`config.mk`:
```
export PLATFORM = sky130hd
export DESIGN_NAME = bp_fe_bp_update_queue
export DESIGN_NICKNAME = d
export VERILOG_FILES = /design/src/rtl/bp_fe_bp_update_queue.sv
export SDC_FILE = /design/constraint.sdc
export NUM_CORES = 1
export LEC_CHECK = 0
export BUFFER_PORTS_ARGS = -buffer_cell sky130_fd_sc_hd__buf_2
export CORE_MARGIN = 4
export CORE_UTILIZATION = 48
export DETAILED_ROUTE_END_ITERATION = 10
export PLACE_DENSITY = 0.67
export RECOVER_POWER = 100
export SYNTH_ARGS = -nofsm -noshare
export SYNTH_HDL_FRONTEND = slang
export SYNTH_SLANG_ARGS = --single-unit
```
`constraint.sdc`:
```
create_clock -name clk_i -period 7.95 [get_ports clk_i]
set_input_delay 0.3975 -clock clk_i [delete_from_list [all_inputs] [get_ports clk_i]]
set_output_delay 0.3975 -clock clk_i [all_outputs]
set_load 0.03 [all_outputs]
```
`src/rtl/bp_fe_bp_update_queue.sv`:
```
// ---------------------------------------------------------------------------
// bp_fe_bp_update_queue
//
// In-order queue that sits directly upstream of the two-level local
// predictor's write port. Fetch records every predicted branch (BHT index
// plus predicted direction) when the prediction is made. The backend later
// resolves branches in program order. On each accepted resolution the oldest
// entry is popped, its prediction is compared with the real outcome, and one
// registered predictor update is issued on the following cycle. A flush
// squashes every entry that was not resolved in the flush cycle.
//
// Optional feature (macro BP_UPDATE_QUEUE_STATS_EN):
//   When defined, adds saturating 16-bit counters of accepted resolves and
//   of mispredicted resolves. When undefined, those ports do not exist.
//
// Ports:
//   clk_i            clock, all state updates on posedge
//   reset_n_i        asynchronous active-low reset
//   alloc_v_i        fetch records a predicted branch this cycle
//   alloc_idx_i      BHT index used for the prediction
//   alloc_pred_i     predicted direction (1 = taken)
//   alloc_ready_o    queue can accept an allocation (not full)
//   alloc_tag_o      slot the current allocation will occupy (tail pointer)
//   resolve_v_i      oldest in-flight branch resolved this cycle
//   resolve_taken_i  actual direction
//   resolve_ready_o  queue holds at least one entry (not empty)
//   flush_i          squash all entries not resolved this cycle
//   w_v_o            predictor update valid (to w_v_i)
//   idx_w_o          predictor update index (to idx_w_i)
//   correct_o        prediction was correct (to correct_i)
//   count_o          current occupancy, 0..els_p
//   full_o           occupancy equals els_p
//   empty_o          occupancy equals zero
//   underflow_o      sticky, a resolve arrived while the queue was empty
//   resolve_cnt_o    (stats build only) accepted resolves, saturating
//   mispredict_cnt_o (stats build only) mispredicted resolves, saturating
// ---------------------------------------------------------------------------
module bp_fe_bp_update_queue #(
    parameter  int bht_idx_width_p = 9,
    parameter  int els_p           = 8,
    localparam int ptr_width_lp    = $clog2(els_p)
) (
    input  logic                       clk_i,
    input  logic                       reset_n_i,

    input  logic                       alloc_v_i,
    input  logic [bht_idx_width_p-1:0] alloc_idx_i,
    input  logic                       alloc_pred_i,
    output logic                       alloc_ready_o,
    output logic [ptr_width_lp-1:0]    alloc_tag_o,

    input  logic                       resolve_v_i,
    input  logic                       resolve_taken_i,
    output logic                       resolve_ready_o,

    input  logic                       flush_i,

    output logic                       w_v_o,
    output logic [bht_idx_width_p-1:0] idx_w_o,
    output logic                       correct_o,

    output logic [ptr_width_lp:0]      count_o,
    output logic                       full_o,
    output logic                       empty_o,
`ifdef BP_UPDATE_QUEUE_STATS_EN
    output logic                       underflow_o,
    output logic [15:0]                resolve_cnt_o,
    output logic [15:0]                mispredict_cnt_o
`else
    output logic                       underflow_o
`endif
);

    typedef struct packed {
        logic [bht_idx_width_p-1:0] idx;
        logic                       pred;
    } entry_t;

    localparam logic [ptr_width_lp:0] els_lp = (ptr_width_lp+1)'(els_p);

    entry_t                    mem_r [els_p];
    logic [ptr_width_lp-1:0]   head_r, head_next;
    logic [ptr_width_lp-1:0]   tail_r, tail_next;
    logic [ptr_width_lp:0]     count_r, count_next;

    logic                      full;
    logic                      empty;
    logic                      alloc_acc;
    logic                      resolve_acc;
    entry_t                    head_entry;
    logic                      head_correct;

    logic                      w_v_r;
    logic [bht_idx_width_p-1:0] idx_w_r;
    logic                      correct_r;
    logic                      underflow_r;

    // Full and empty come from the occupancy counter rather than from the
    // pointers, so head == tail is never ambiguous.
    assign full  = (count_r == els_lp);
    assign empty = (count_r == '0);

    // Both handshakes look only at pre-cycle state: a slot freed by a
    // same-cycle resolve cannot be reused, and an entry allocated this cycle
    // cannot be resolved until the next one.
    always_comb begin
        alloc_acc   = alloc_v_i & ~full & ~flush_i;
        resolve_acc = resolve_v_i & ~empty;
    end

    // The head entry is read combinationally and compared against the
    // resolved direction; the result is registered below.
    always_comb begin
        head_entry   = mem_r[head_r];
        head_correct = (head_entry.pred == resolve_taken_i);
    end

    // Pointer and occupancy next-state. A flush collapses head onto tail;
    // tail itself never moves on a flush because the flush-cycle alloc is
    // always dropped. Flushing an empty queue leaves head == tail anyway.
    always_comb begin
        tail_next  = tail_r;
        head_next  = head_r;
        count_next = count_r;
        if (alloc_acc) begin
            tail_next = tail_r + ptr_width_lp'(1);
        end
        if (flush_i) begin
            head_next  = tail_r;
            count_next = '0;
        end else begin
            if (resolve_acc) begin
                head_next = head_r + ptr_width_lp'(1);
            end
            count_next = count_r
                       + (ptr_width_lp+1)'(alloc_acc)
                       - (ptr_width_lp+1)'(resolve_acc);
        end
    end

    // Queue pointers and occupancy.
    always_ff @(posedge clk_i or negedge reset_n_i) begin
        if (!reset_n_i) begin
            head_r  <= '0;
            tail_r  <= '0;
            count_r <= '0;
        end else begin
            head_r  <= head_next;
            tail_r  <= tail_next;
            count_r <= count_next;
        end
    end

    // Entry storage has no reset; a slot is only ever read after it has
    // been written by an accepted allocation.
    always_ff @(posedge clk_i) begin
        if (alloc_acc) begin
            mem_r[tail_r] <= '{idx: alloc_idx_i, pred: alloc_pred_i};
        end
    end

    // Registered predictor update. w_v is a one-cycle pulse per accepted
    // resolve; index and correctness hold their last values while idle.
    always_ff @(posedge clk_i or negedge reset_n_i) begin
        if (!reset_n_i) begin
            w_v_r     <= 1'b0;
            idx_w_r   <= '0;
            correct_r <= 1'b0;
        end else begin
            w_v_r <= resolve_acc;
            if (resolve_acc) begin
                idx_w_r   <= head_entry.idx;
                correct_r <= head_correct;
            end
        end
    end

    // Sticky underflow flag, cleared only by reset.
    always_ff @(posedge clk_i or negedge reset_n_i) begin
        if (!reset_n_i) begin
            underflow_r <= 1'b0;
        end else if (resolve_v_i && empty) begin
            underflow_r <= 1'b1;
        end
    end

`ifdef BP_UPDATE_QUEUE_STATS_EN
    logic [15:0] resolve_cnt_r;
    logic [15:0] mispredict_cnt_r;

    // Saturating statistics counters; flush has no effect on them.
    always_ff @(posedge clk_i or negedge reset_n_i) begin
        if (!reset_n_i) begin
            resolve_cnt_r    <= '0;
            mispredict_cnt_r <= '0;
        end else if (resolve_acc) begin
            if (resolve_cnt_r != 16'hFFFF) begin
                resolve_cnt_r <= resolve_cnt_r + 16'd1;
            end
            if (!head_correct && (mispredict_cnt_r != 16'hFFFF)) begin
                mispredict_cnt_r <= mispredict_cnt_r + 16'd1;
            end
        end
    end

    assign resolve_cnt_o    = resolve_cnt_r;
    assign mispredict_cnt_o = mispredict_cnt_r;
`endif

    assign alloc_ready_o   = ~full;
    assign alloc_tag_o     = tail_r;
    assign resolve_ready_o = ~empty;
    assign w_v_o           = w_v_r;
    assign idx_w_o         = idx_w_r;
    assign correct_o       = correct_r;
    assign count_o         = count_r;
    assign full_o          = full;
    assign empty_o         = empty;
    assign underflow_o     = underflow_r;

endmodule

```
==> flow_metrics.py, run 1 <==
metrics = {
    "routing": {
        "dr.pass1.iters": 4,
        "drc": 0,
        "ant_nets": 0,
        "totalWireLength_um": 7100,
        "via_cell_ratio": 5.31,
        "dr.first_iter.drc_count": 99,
        "post_drt_wl_per_cell_um": 18.9,
        "vias": 1998,
    },
    "clocking": {
        "tritoncts": "done",
        "post_cts.repair.setup_buffers": 0,
        "cts_root_buffer": "sky130_fd_sc_hd__clkbuf_8",
        "insertion_delay_of_the_later_clocked_pin_in_the_worst_skew_pair_ns": 0.36,
        "cts_max_level": 3,
        "clk_pin_slew_worst_paths_ns": 0.09,
        "cts_resized": 0,
        "tritoncts_num_sinks": 102,
        "cts-buffers-inserted": 9,
        "clock_tree.buffer_depth": 2,
        "cts_hold_buf": 1,
    },
    "global_route": {
        "grt_start_max_net_pins": 24,
        "global_route.overflow_total": 0,
        "grt-busiest-layer": "met2",
        "globalRouteMet3Util_pct": 3.82,
        "gr-usage-all-layers_pct": 15.5,
        "met2_track_demand_over_resource_pct": 23.8,
        "first_global_vias": 2064,
        "grt.met1_usage_pct": 21.5,
        "grt_antenna_before_repair": 0,
        "grt_pass1_wl_um": 11300,
    },
    "worst_setup_path": {
        "worstPathRequired_ns": 7.88,
        "end_kind": "register",
        "crit_path_class": "register to register",
        "critical_path_cell_by_cell": "inv_1, ha_1, nand2_1, inv_1, nor3b_1, inv_1, nor4_1",
        "path_delay_family": "simple AND/OR/NAND/NOR gates",
        "timing.critical_path.buf_inv": 3,
        "max_stage_delay_ns": 1.77,
        "path_common_cell": "sky130_fd_sc_hd__inv_1",
        "critPathArrivalTime_ns": 3.68,
        "cp_max_fo": 10,
        "setup.worst_path.start_class": "register",
        "r2r_cells": 7,
        "timing.critical_path.depth": 7,
        "critical-path-slowest-cell": "sky130_fd_sc_hd__nor4_1",
    },
    "timing": {
        "final.min_clock_period_ns": 3.75,
        "setup_viol": 0,
        "hold_viol": 0,
        "fin_tns_setup_ns": 0,
        "worst_hold_slack_ns": 0.287,
        "slew_viol_final": 34,
        "final.period_utilization_pct": 47.1,
        "fin_worst_skew_ns": 0.0110,
        "worst_slew_pin_slew_ns": 2.31,
        "max_freq_ghz": 0.267,
        "unrepaired_setup_endpoints_after_global_routing": "no",
        "max_slew_margin_pct": -55.1,
        "post-route-worst-setup-slack_ns": 4.20,
    },
    "cells_and_area": {
        "final_common_cell": "sky130_fd_sc_hd__edfxtp_1",
        "final_nets": 291,
        "most-common-layout-cells": "sky130_fd_sc_hd__edfxtp_1 (80), sky130_fd_sc_hd__clkbuf_1 (40), sky130_fd_sc_hd__dfrtp_1 (22)",
        "stdcell_count": 376,
        "final_layout_size_suffix_gt1_share_pct": 13.3,
        "flow.area_growth_from_synthesis_pct": 10.8,
        "antenna_cells": 0,
        "utilization_pct": 54.7,
        "fin_area_um2": 4520,
    },
    "status": {
        "violations_in_the_final_reports": "capacitance limit, slew limit",
        "status": "finished, violations left",
    },
    "die": {
        "num_rows": 33,
        "design.die.area_um2": 10000,
        "top_level_ports": 39,
        "die_h_um": 100,
        "die_width_um": 100,
        "core_region_area_um2": 8260,
        "starting_density_of_the_core_pct": 49.4,
    },
    "pwr": {
        "p_total_mw": 1.58,
        "power.density_cell_area_nw_per_um2": 351,
        "p_leak_nw": 1.57,
        "total_switching_power_mw": 0.568,
        "comb_power_share_pct": 32.9,
        "netSwitchingFraction_pct": 35.8,
        "ir_drop_uv": 110,
        "internal_power_mw": 1.02,
        "share_clk_of_total_power_pct": 20.4,
        "portion_of_total_power_attributed_to_sequential_cells_pct": 46.7,
    },
    "synthesis": {
        "post_synthesis_net_count": 244,
        "yosysUniqueCellTypes": 30,
        "synth_enable_flop_cells": 80,
        "synth.cell_area_um2": 4080,
        "ys.flop_type": "sky130_fd_sc_hd__edfxtp_1",
        "synth-warning-count": 0,
        "synth_seq_area_share_pct": 72.4,
        "synth.ff_latch_count": 102,
        "asyncSetResetFlopFracSynth_pct": 21.6,
        "syn-mean-instance-area_um2": 18.6,
        "synthesis.instances": 219,
    },
    "placement": {
        "post-place-cells": 359,
        "finalWeightedCongestion": 0.733,
        "placed_cell_area_um2": 4390,
        "place.detailed.hpwl_um": 4440,
        "placement.io_buffers": 38,
        "post_placement_worst_setup_slack_ns": 5.23,
    },
    "hold_path": {
        "hold_path.class": "input port to register",
        "hold-path-cell-count": 2,
    },
    "job": {
        "cap_violations": 2,
    },
}
## cell usage after synthesis, types with 3 or more instances
library cell | instances | area, um2
sky130_fd_sc_hd__ha_1 | 8 | 100
sky130_fd_sc_hd__nor3_1 | 4 | 20.0
sky130_fd_sc_hd__mux4_2 | 15 | 338
sky130_fd_sc_hd__o21ai_0 | 3 | 15.0
sky130_fd_sc_hd__xor2_1 | 3 | 26.3
sky130_fd_sc_hd__edfxtp_1 | 80 | 2400
sky130_fd_sc_hd__xnor2_1 | 4 | 35.0
sky130_fd_sc_hd__dfrtp_1 | 22 | 551
sky130_fd_sc_hd__nor2_1 | 6 | 22.5
sky130_fd_sc_hd__buf_2 | 4 | 20.0
sky130_fd_sc_hd__nand2_1 | 17 | 63.8
sky130_fd_sc_hd__o21ai_1 | 9 | 45.0
sky130_fd_sc_hd__mux2i_1 | 11 | 110
sky130_fd_sc_hd__mux4_1 | 5 | 131
sky130_fd_sc_hd__inv_1 | 9 | 33.8
## layout make-up
type | instances | area (um2)
clock buffers | 10 | 128
clock inverters | 6 | 70.1
fillers | 672 | 3740
inverters | 9 | 33.8
multi-input cells | 100 | 1020
flip-flops and latches | 102 | 2950
well taps | 105 | 131
repair buffers | 44 | 176
## state kept, by name, summed over array words and instances, names as in the netlist
signal       cells
mem_r           80
idx_w_o          9
count_o          4
alloc_tag_o      3
head_r           3
correct_o        1
underflow_o      1
w_v_o            1
## layer usage
layer | vias up | routed length, um
li1 | 935 | -
met2 | 51 | 3340
met1 | 998 | 3330
met4 | 0 | 140
met3 | 14 | 288
met5 | - | 0
## worst paths after layout
path / slack [ns] / endpoint / start
setup / recovery: 4.20 / mem_r[0][8] / count_o[2]
hold / removal: 0.29 / underflow_o / resolve_v_i
setup reg to reg: 4.20 / mem_r[0][8] / count_o[2]
hold reg to reg: 0.48 / idx_w_o[7] / idx_w_o[7]
max in group asynchronous: 6.40 / w_v_o / reset_n_i
min in group asynchronous: 0.82 / idx_w_o[4] / reset_n_i
## worst register-to-register path, delay by kind of cell (launching register included)
family	cells	cell delay, ns
simple gates	3	2.39
fa+ha+maj	1	0.20
flops	1	0.37
buf+inv	3	0.37
## power by group through the flow
stage               registers (mW)  logic, mW  clock network, mW
global placement             0.754      0.550                  0
finish                       0.741      0.521              0.323
floorplan                    0.799      0.367                  0
CTS                          0.746      0.560              0.331
detailed placement           0.758      0.558                  0
global route                 0.757      0.574              0.355
## cells by family (layout without fill, tap and decap cells)
kind of cell,Yosys count,after routing,share of synthesized area (%)
flip-flops,102,102,72.4
AND/OR/NAND/NOR,36,36,4.17
multiplexers,32,32,14.5
buffers and inverters,17,69,2.27
AO/OA/AOI/OAI,16,16,2.18
adder cells (fa/ha/maj),9,9,2.95
XOR/XNOR,7,7,1.50
Power figures use the tool's default switching activity.
==> run 2, diff against run 1 <==
- ABC_AREA: not set -> 1
- PLACE_DENSITY: 0.67 -> 0.69
- clock period: 7.95 -> 3.4 ns (I/O delays scaled with it)
==> run 2 against run 1 <==
Effect of this change: the run now ends clean; clock-buffer cell count up 3; critical path depth increased by 4; synthesized area grew 2.5%; final cell count rose by 36%; register-to-register slack lost 3.5 ns; combinational power grew to 2.7 times the previous value; design area rose by 3.3%; sequential cell count stayed put; global-route usage increased by 1.8 points; sequential power increased by 130%; non-clock buffer count is 5 higher; critical path type unchanged; largest power group unchanged.
==> flow_metrics.py, run 2 <==
metrics = {
    "timing": {
        "worst_slew_pin_slew_ns": 1.21,
        "hold_viol": 0,
        "max_freq_ghz": 0.366,
        "final.min_clock_period_ns": 2.73,
        "post-route-worst-setup-slack_ns": 0.666,
        "fin_tns_setup_ns": 0,
        "slew_viol_final": 0,
        "setup_viol": 0,
        "max_slew_margin_pct": 19.3,
        "final.period_utilization_pct": 80.4,
        "fin_worst_skew_ns": 0.00652,
        "unrepaired_setup_endpoints_after_global_routing": "no",
    },
    "worst_setup_path": {
        "cp_max_fo": 14,
        "rr_startpoint": "count_o[2]",
        "r2r_cells": 11,
        "critPathArrivalTime_ns": 2.99,
        "end_kind": "register",
        "worstPathRequired_ns": 3.65,
        "worst-r2r-setup-slack_ns": 0.67,
        "worstReg2RegEnd": "count_o[2]",
        "crit_path_class": "register to register",
        "setup.worst_path.start_class": "register",
    },
    "global_route": {
        "grt_antenna_before_repair": 0,
        "global_route.overflow_total": 0,
        "first_global_vias": 2615,
        "gr-usage-all-layers_pct": 17.3,
        "grt_pass1_wl_um": 13300,
        "grt_start_max_net_pins": 44,
    },
    "placement": {
        "placement.io_buffers": 38,
        "finalWeightedCongestion": 0.754,
        "post-place-cells": 493,
        "post_placement_worst_setup_slack_ns": 0.649,
        "place.detailed.hpwl_um": 5370,
    },
    "cells_and_area": {
        "final_common_cell": "sky130_fd_sc_hd__edfxtp_1",
        "final_nets": 425,
        "final_layout_size_suffix_gt1_share_pct": 4.94,
        "flow.area_growth_from_synthesis_pct": 11.7,
        "total_area_of_multi_input_combinational_cells_um2": 1040,
        "utilization_pct": 55.9,
        "final.fill_count": 756,
        "antenna_cells": 0,
        "regArea_um2": 2950,
        "largest_register": "mem_r",
        "number_of_flip_flops_under_the_largest_register_name": 80,
        "stdcell_count": 510,
        "most-common-layout-cells": "sky130_fd_sc_hd__edfxtp_1 (80), sky130_fd_sc_hd__nor2_1 (66), sky130_fd_sc_hd__clkbuf_1 (45)",
    },
    "routing": {
        "post_drt_wl_per_cell_um": 16.0,
        "drc": 0,
        "dr.first_iter.drc_count": 163,
        "ant_nets": 0,
        "vias": 2675,
        "totalWireLength_um": 8160,
        "via_cell_ratio": 5.25,
        "dr.pass1.iters": 4,
    },
    "synthesis": {
        "synth-warning-count": 0,
        "syn-mean-instance-area_um2": 11.7,
        "synth_seq_area_share_pct": 70.7,
        "synth_enable_flop_cells": 80,
        "ys.flop_type": "sky130_fd_sc_hd__edfxtp_1",
        "post-synth-top-count-cell": "sky130_fd_sc_hd__edfxtp_1",
        "yosys-top-cells-count": "sky130_fd_sc_hd__edfxtp_1 (80), sky130_fd_sc_hd__nor2_1 (66), sky130_fd_sc_hd__nand2_1 (44), sky130_fd_sc_hd__o21ai_0 (34), sky130_fd_sc_hd__inv_1 (28)",
        "yosysTopAreaCellShare_pct": 57.5,
        "synth.cell_area_um2": 4180,
        "synth_top_cell_by_area": "sky130_fd_sc_hd__edfxtp_1",
        "post_synthesis_net_count": 381,
        "synth_area_leaders": "sky130_fd_sc_hd__edfxtp_1 (58%), sky130_fd_sc_hd__dfrtp_1 (13%), sky130_fd_sc_hd__nor2_1 (5.9%)",
        "synth.ff_latch_count": 102,
        "asyncSetResetFlopFracSynth_pct": 21.6,
        "yosysUniqueCellTypes": 21,
        "synthesis.instances": 356,
    },
    "clocking": {
        "clock_tree.buffer_depth": 2,
        "tritoncts_num_sinks": 102,
        "cts_root_buffer": "sky130_fd_sc_hd__clkbuf_8",
        "cts_resized": 0,
        "cts_max_level": 3,
        "cts_hold_buf": 1,
        "cts-buffers-inserted": 9,
        "clk_pin_slew_worst_paths_ns": 0.09,
        "post_cts.repair.setup_buffers": 0,
        "tritoncts": "done",
        "insertion_delay_of_the_later_clocked_pin_in_the_worst_skew_pair_ns": 0.35,
    },
    "hold_path": {
        "hold-path-cell-count": 2,
        "hold_path_end": "count_o[2]",
        "hold_path.class": "input port to register",
        "worst_hold_startpoint": "flush_i",
    },
    "pwr": {
        "p_leak_nw": 1.75,
        "ir_drop_uv": 344,
        "power.density_cell_area_nw_per_um2": 847,
    },
    "die": {
        "die_width_um": 101,
        "num_rows": 33,
        "die_h_um": 101,
        "top_level_ports": 39,
        "starting_density_of_the_core_pct": 50.1,
        "core_region_area_um2": 8340,
        "design.die.area_um2": 10300,
    },
    "job": {
        "cap_violations": 0,
    },
    "status": {
        "status": "completed",
    },
}
==> run 2: cell type report <==
cell class | instances | area share, %
Tap cell | 105 | 2.82
Inverter | 29 | 2.33
Timing Repair Buffer | 49 | 4.29
Clock buffer | 13 | 3.43
Multi-Input combinational cell | 209 | 22.4
Sequential cell | 102 | 63.3
Clock inverter | 3 | 1.45
==> run 2: critical path, cell delays in order (launching register included) <==
cell and delay, ns:
sky130_fd_sc_hd__dfrtp_1 0.38, sky130_fd_sc_hd__inv_1 0.11, sky130_fd_sc_hd__ha_1 0.15, sky130_fd_sc_hd__nand3_1 0.10, sky130_fd_sc_hd__nand2_1 0.33, sky130_fd_sc_hd__inv_1 0.34, sky130_fd_sc_hd__ha_1 0.38, sky130_fd_sc_hd__inv_1 0.04
sky130_fd_sc_hd__ha_1 0.19, sky130_fd_sc_hd__fa_1 0.38, sky130_fd_sc_hd__xnor2_1 0.17, sky130_fd_sc_hd__nor2_1 0.06
==> run 2: kinds of logic after synthesis <==
kind of cell | count (synthesis) | share of synthesized area (%)
xor+xnor | 2 | 0.419
simple gates | 134 | 12.8
flops | 102 | 70.7
fa+ha+maj | 9 | 2.88
buf+inv | 45 | 4.28
compound gates | 64 | 8.93
==> run 2: metrics by stage <==
stage          power [mW]  instance area, um2  hold WS [ns]
2_1_floorplan        2.77                4180        -0.126
3_3_place_gp         3.15                4500         0.150
3_5_place_dp         3.19                4500         0.154
4_1_cts              4.04                4740        0.0252
5_1_grt              4.24                4670        0.0381
6_report             3.95                4670        0.0290
==> run 2: how the worst max path moves through the flow <==
stage,startpoint,to,slack [ns],cells past startpoint
finish,count_o[2],count_o[2],0.67,11
global route,head_r[0],correct_o,0.32,9
CTS,count_o[2],count_o[2],0.64,11
detailed placement,count_o[2],count_o[2],0.65,11
global placement,count_o[2],count_o[2],0.78,11
floorplan,count_o[2],count_o[2],0.72,12
==> run 2: metal layers <==
layer | vias to the layer above | share of wire (%) | global-route usage [%]
met5 | - | 0 | 0
met1 | 1290 | 44 | 22.4
met3 | 8 | 5.0 | 2.96
li1 | 1313 | - | -
met4 | 0 | 1.6 | 6.44
met2 | 64 | 49 | 29.2
==> run 2: power breakdown <==
part	total [mW]	leakage (nW)	switching [mW]	internal, mW
registers	1.69	0.989	0.149	1.54
logic	1.41	0.650	1.01	0.404
clock network	0.848	0.109	0.388	0.461
